## config.mk

```make
export PLATFORM = sky130hd
export DESIGN_NAME = pcle_down_flat
export DESIGN_NICKNAME = d
export VERILOG_FILES = /design/src/rtl/pcle_pkg.sv /design/src/rtl/pcle_down_if.sv /design/src/rtl/pcle_dn_cnt.sv /design/src/rtl/pcle_down.sv /design/src/flat_wrapper.sv
export SDC_FILE = /design/constraint.sdc
export NUM_CORES = 1
export LEC_CHECK = 0
export CAP_MARGIN = 40
export CORE_AREA = 2 2 44 46
export DETAILED_ROUTE_END_ITERATION = 12
export DIE_AREA = 0 0 46 48
export PLACE_DENSITY = 0.8
export SYNTH_ARGS = -nofsm -noshare
export SYNTH_HDL_FRONTEND = slang
export SYNTH_SLANG_ARGS = --single-unit
```

## constraint.sdc

```tcl
create_clock -name clk -period 2.9 [get_ports clk]
set_input_delay 0.725 -clock clk [delete_from_list [all_inputs] [get_ports clk]]
set_output_delay 0.725 -clock clk [all_outputs]
set_load 0.02 [all_outputs]
```

## src/rtl/pcle_pkg.sv

```systemverilog
// Shared package for the pcle counter family (up-counter and down-counter stages).
// Provides the default counter width and the terminal-count FSM state encoding.
package pcle_pkg;

    localparam int unsigned PCLE_W_DEFAULT = 8;

    typedef enum logic [1:0] {
        IDLE = 2'd0,
        RUN  = 2'd1,
        DONE = 2'd2
    } pcle_state_e;

endpackage

```

## src/rtl/pcle_down_if.sv

```systemverilog
// Load/enable control bus and status returns for a pcle down-counter stage.
//   ld/din/en/hold/bin : control inputs driven by the master
//   q/bout/done/irq/busy : count and status returned by the counter (slave)
interface pcle_down_if
    import pcle_pkg::*;
#(
    parameter int unsigned W = PCLE_W_DEFAULT
);

    logic         ld;
    logic [W-1:0] din;
    logic         en;
    logic         hold;
    logic         bin;
    logic [W-1:0] q;
    logic         bout;
    logic         done;
    logic         irq;
    logic         busy;

    modport master (
        output ld, din, en, hold, bin,
        input  q, bout, done, irq, busy
    );

    modport slave (
        input  ld, din, en, hold, bin,
        output q, bout, done, irq, busy
    );

endinterface

```

## src/rtl/pcle_dn_cnt.sv

```systemverilog
// W-bit down-counter datapath: count register, reload register, decrementer
// and zero detect. Load/dec/reload selects come from the controlling FSM.
//   clk, rst  : clock, synchronous active-high reset
//   load_i    : write din_i into both count and reload registers
//   din_i     : load value
//   dec_i     : decrement the count by one
//   reload_i  : copy the reload register into the count
//   q_o       : registered count
//   zero_o    : count is zero (combinational)
module pcle_dn_cnt
    import pcle_pkg::*;
#(
    parameter int unsigned W = PCLE_W_DEFAULT
) (
    input  logic         clk,
    input  logic         rst,
    input  logic         load_i,
    input  logic [W-1:0] din_i,
    input  logic         dec_i,
    input  logic         reload_i,
    output logic [W-1:0] q_o,
    output logic         zero_o
);

    logic [W-1:0] q_q;
    logic [W-1:0] q_d;
    logic [W-1:0] rld_q;
    logic [W-1:0] rld_d;

    // Select next count; load dominates, then reload, then decrement.
    always_comb begin
        q_d   = q_q;
        rld_d = rld_q;
        if (load_i) begin
            q_d   = din_i;
            rld_d = din_i;
        end else if (reload_i) begin
            q_d = rld_q;
        end else if (dec_i) begin
            q_d = q_q - W'(1);
        end
    end

    always_ff @(posedge clk) begin
        if (rst) begin
            q_q   <= '0;
            rld_q <= '0;
        end else begin
            q_q   <= q_d;
            rld_q <= rld_d;
        end
    end

    assign q_o    = q_q;
    assign zero_o = (q_q == '0);

endmodule

```

## src/rtl/pcle_down.sv

```systemverilog
// Loadable, cascadable down-counter with terminal-count FSM.
//   clk, rst : clock, synchronous active-high reset
//   bus      : slave side of pcle_down_if
//              ld/din load the count, en/hold/bin qualify a decrement,
//              q is the count, bout the same-cycle borrow for the next stage,
//              done/busy reflect DONE/RUN, irq pulses the cycle after underflow.
// RELOAD=0 stops at zero in DONE; RELOAD=1 reloads the last loaded value.
module pcle_down
    import pcle_pkg::*;
#(
    parameter int unsigned W      = PCLE_W_DEFAULT,
    parameter int unsigned RELOAD = 0
) (
    input  logic        clk,
    input  logic        rst,
    pcle_down_if.slave  bus
);

    localparam bit PERIODIC = (RELOAD != 0);

    pcle_state_e state_q;
    pcle_state_e state_d;
    logic        done_q;
    logic        done_d;
    logic        irq_q;
    logic        irq_d;
    logic        busy_q;
    logic        busy_d;

    logic        dec_c;
    logic        uf_c;
    logic        q_zero_c;
    logic        cnt_dec_c;
    logic        cnt_reload_c;

    pcle_dn_cnt #(
        .W (W)
    ) u_cnt (
        .clk      (clk),
        .rst      (rst),
        .load_i   (bus.ld),
        .din_i    (bus.din),
        .dec_i    (cnt_dec_c),
        .reload_i (cnt_reload_c),
        .q_o      (bus.q),
        .zero_o   (q_zero_c)
    );

    // Qualified decrement and underflow; only RUN reacts to dec.
    always_comb begin
        dec_c        = bus.en & ~bus.hold & ~bus.ld & bus.bin;
        uf_c         = dec_c & q_zero_c & (state_q == RUN);
        cnt_dec_c    = dec_c & ~q_zero_c & (state_q == RUN);
        cnt_reload_c = uf_c & PERIODIC;
    end

    // Next-state and registered status outputs.
    always_comb begin
        state_d = state_q;
        case (state_q)
            IDLE: begin
                if (bus.ld) state_d = RUN;
            end
            RUN: begin
                if (bus.ld) begin
                    state_d = RUN;
                end else if (uf_c && !PERIODIC) begin
                    state_d = DONE;
                end
            end
            DONE: begin
                if (bus.ld) state_d = RUN;
            end
            default: state_d = IDLE;
        endcase
        done_d = (state_d == DONE);
        busy_d = (state_d == RUN);
        irq_d  = uf_c;
    end

    always_ff @(posedge clk) begin
        if (rst) begin
            state_q <= IDLE;
            done_q  <= 1'b0;
            irq_q   <= 1'b0;
            busy_q  <= 1'b0;
        end else begin
            state_q <= state_d;
            done_q  <= done_d;
            irq_q   <= irq_d;
            busy_q  <= busy_d;
        end
    end

    // Borrow is unregistered so a chained stage decrements in the same cycle.
    assign bus.bout = uf_c;
    assign bus.done = done_q;
    assign bus.irq  = irq_q;
    assign bus.busy = busy_q;

endmodule

```

## src/flat_wrapper.sv

```systemverilog
// flat-port wrapper written by rule: the top's interface ports become plain ports
module pcle_down_flat import pcle_pkg::*;
#(
    parameter int unsigned W      = PCLE_W_DEFAULT,
    parameter int unsigned RELOAD = 0
)
  (clk, rst, bus_ld, bus_din, bus_en, bus_hold, bus_bin, bus_q, bus_bout, bus_done, bus_irq, bus_busy);
  pcle_down_if #(.W(W)) bus_i ();
  input  logic clk;
  input  logic rst;
  input wire logic [$bits(bus_i.ld)-1:0] bus_ld;
  input wire logic [$bits(bus_i.din)-1:0] bus_din;
  input wire logic [$bits(bus_i.en)-1:0] bus_en;
  input wire logic [$bits(bus_i.hold)-1:0] bus_hold;
  input wire logic [$bits(bus_i.bin)-1:0] bus_bin;
  output wire logic [$bits(bus_i.q)-1:0] bus_q;
  output wire logic [$bits(bus_i.bout)-1:0] bus_bout;
  output wire logic [$bits(bus_i.done)-1:0] bus_done;
  output wire logic [$bits(bus_i.irq)-1:0] bus_irq;
  output wire logic [$bits(bus_i.busy)-1:0] bus_busy;
  assign bus_i.ld = bus_ld;
  assign bus_i.din = bus_din;
  assign bus_i.en = bus_en;
  assign bus_i.hold = bus_hold;
  assign bus_i.bin = bus_bin;
  assign bus_q = bus_i.q;
  assign bus_bout = bus_i.bout;
  assign bus_done = bus_i.done;
  assign bus_irq = bus_i.irq;
  assign bus_busy = bus_i.busy;
  pcle_down #(.W(W), .RELOAD(RELOAD)) u_core (.clk(clk), .rst(rst), .bus(bus_i));
endmodule
```

==> results <==
final timing paths:
| check | from | slack, ns | depth (start not counted) | to |
|---|---|---|---|---|
| setup / recovery | bus_en | 0.06 | 6 | bus_bout |
| hold / removal | u_core.state_q[0]$_SDFF_PP0_ | 0.50 | 1 | u_core.bus.busy$_SDFF_PP0_ |
| setup reg to reg | u_core.u_cnt.q_o[0]$_SDFFE_PP0P_ | 0.74 | 8 | u_core.u_cnt.q_o[7]$_SDFFE_PP0P_ |
| hold reg to reg | u_core.state_q[0]$_SDFF_PP0_ | 0.50 | 1 | u_core.bus.busy$_SDFF_PP0_ |
logic make-up after synthesis:
| kind of cell | share of synthesized area |
|---|---|
| compound gates | 0.250 |
| fa+ha+maj | 0.0329 |
| buf+inv | 0.0675 |
| flops | 0.343 |
| mux | 0.0132 |
| simple gates | 0.293 |
power by group through the flow:
stage               clock network [mW]  logic, mW  registers (mW)
detailed placement                   0      0.113           0.206
global placement                     0      0.110           0.205
CTS                              0.114      0.114           0.201
floorplan                            0     0.0508           0.214
global route                     0.124      0.122           0.204
finish                           0.111      0.112           0.201
metal layers:
metal,share of wire,vias up,global-route usage,wire length (µm)
met5,0,-,0,0
met4,0.022,0,0.103,38
met3,0.048,5,0.0566,84
met2,0.52,21,0.306,899
met1,0.41,336,0.198,712
li1,-,373,-,-
metrics by stage:
stage | hold slack (ns) | total power [mW] | std cells | util | setup TNS (ns)
6_report | 0.500 | 0.425 | 133 | 0.646 | 0
5_1_grt | 0.546 | 0.450 | 133 | 0.646 | 0
4_1_cts | 0.505 | 0.429 | 133 | 0.639 | 0
3_5_place_dp | 0.494 | 0.319 | 129 | 0.627 | -0.398
3_3_place_gp | 0.481 | 0.314 | 129 | 0.627 | -0.352
2_1_floorplan | 0.464 | 0.265 | 84 | - | 0
final cells by class:
| cell class | count | share of cell area |
|---|---|---|
| clock buffer | 4 | 0.0241 |
| timing repair buffer | 32 | 0.283 |
| inverter | 7 | 0.0241 |
| tap | 17 | 0.0195 |
| sequential | 13 | 0.239 |
| multi-input combinational | 60 | 0.411 |
synth_stat cells, types with 2 or more instances:
cell       n  share of area
dfxtp_1   13           0.34
nor3_1     6          0.040
a21oi_1    4          0.026
inv_1      7          0.035
o21ai_0    4          0.026
ha_1       2          0.033
nand3b_1   3          0.030
nor2_1     6          0.030
a211oi_1   4          0.040
nand2_1    4          0.020
clkbuf_1   3          0.015
nor2b_1    3          0.025
a31oi_1    3          0.025
registers in the layout, indices dropped and copies added, names as in the netlist:
name	count
u_core.state_q	2
u_core.bus.irq	1
u_core.bus.done	1
u_core.u_cnt.q_o	8
u_core.bus.busy	1
timing repair:
item / CTS / global route
pin swaps: 0 / 3
endpoints found under the setup margin: 1 / 1
gates resized for setup: 4 / 4
==> impl_metrics.env <==
export IMPL_status="completed"
export IMPL_synth_edff_count=0
export IMPL_fmax_mhz=353
export IMPL_fill_cells=139
export IMPL_die_area_um2=2210
export IMPL_grt_pass1_vias=621
export IMPL_synthDistinctLibCells=35
export IMPL_synth_area_per_cell_um2=9.04
export IMPL_p_switching_uw=123
export IMPL_fin_nets=133
export IMPL_timing_final_ws_setup_ns=0.0636
export IMPL_finish_instance_area_um2=1090
export IMPL_fp_dieW_um=46
export IMPL_cts_buffer_depth=2
export IMPL_relSlewSlack=0.616
export IMPL_num_antenna_cells=0
export IMPL_critical_path_peak_fanout=2
export IMPL_place_ws_ns=-0.398
export IMPL_hold_path_class="flop to flop"
export IMPL_core_area_um2=1690
export IMPL_io_pins=26
export IMPL_ant_nets=0
export IMPL_seqPwrFrac=0.474
export IMPL_clk_latency_ns=0.28
export IMPL_clockRootBuffer="clkbuf_4"
export IMPL_power_leakage_nw=0.415
export IMPL_final_common_cell="clkdlybuf4s50_1"
export IMPL_initialDrtViolationCount=6
export IMPL_setup_viol=0
export IMPL_syn_num_nets=100
export IMPL_placed_cell_area_um2=1060
export IMPL_numCtsBuffers=3
export IMPL_synth_seq_cells=13
export IMPL_pwr_share_comb=0.264
export IMPL_min_period_ns=2.84
export IMPL_multiInputGateArea_um2=448
export IMPL_htreeDepth=1
export IMPL_pwr_share_clk=0.262
export IMPL_worstSetupStartpointType="input port"
export IMPL_required_ns=2.17
export IMPL_post_drt_via_cell_ratio=5.53
export IMPL_fin_skew_ns=0.000949
export IMPL_finalMaxSlewViolations=0
export IMPL_wl_per_cell_um=13.0
export IMPL_switching_share=0.291
export IMPL_grt_pass1_wl_um=2740
export IMPL_portBuffers=25
export IMPL_rsz0062_at_grt="no"
export IMPL_post_cts_setup_buffer_count=0
export IMPL_rows=15
export IMPL_num_vias=735
export IMPL_ys_warn_count=0
export IMPL_path_buf_inv=3
export IMPL_dp_hpwl_um=1270
export IMPL_hold_viol=0
export IMPL_synth_area_um2=759
export IMPL_peakVddDrop_uv=200
export IMPL_internal_power_uw=301
export IMPL_start_util=0.450
export IMPL_area_delta_synth_final_pct=43.7
export IMPL_gp_congestion=0.761
export IMPL_grt_max_degree=21
export IMPL_ys_flop_type="dfxtp_1"
export IMPL_worst_pin_slew_ns=0.575
export IMPL_first_pass_iters=4
export IMPL_postCtsHoldBufs=0
export IMPL_critPathKind="input port to primary output"
export IMPL_end_kind="primary output"
export IMPL_max_stage_delay_ns=0.46
export IMPL_netlist_instances=84
export IMPL_async_flop_share=0
export IMPL_path_cells="clkdlybuf4s50_1 -> nand4bb_1 -> or3_1 -> or2_1 -> inv_1 -> buf_6"
export IMPL_cap_violations=0
export IMPL_grt_use_total=0.180
export IMPL_power_density_nw_per_um2=389
export IMPL_seqCellArea_um2=260
export IMPL_drc=0
export IMPL_clkTransAtPathRegs_ns=0.07
export IMPL_arrival_ns=2.11
export IMPL_antenna_found_initial=0
export IMPL_wirelength_um=1730
export IMPL_drive_gt1_frac=0.164
export IMPL_grt_overflow=0
export IMPL_crit_family="simple AND/OR/NAND/NOR gates"
export IMPL_ys_seq_area_frac=0.343
export IMPL_min_period_over_period=0.978
export IMPL_cts_tree="done"
export IMPL_cts_sinks=13
export IMPL_critical_path_slowest_cell="clkdlybuf4s50_1"
export IMPL_final_cell_mix="22 x clkdlybuf4s50_1, 13 x dfxtp_1, 7 x inv_1, 7 x buf_4"
export IMPL_chipHeight_um=48
No activity file was read; power rests on OpenSTA's default activity.
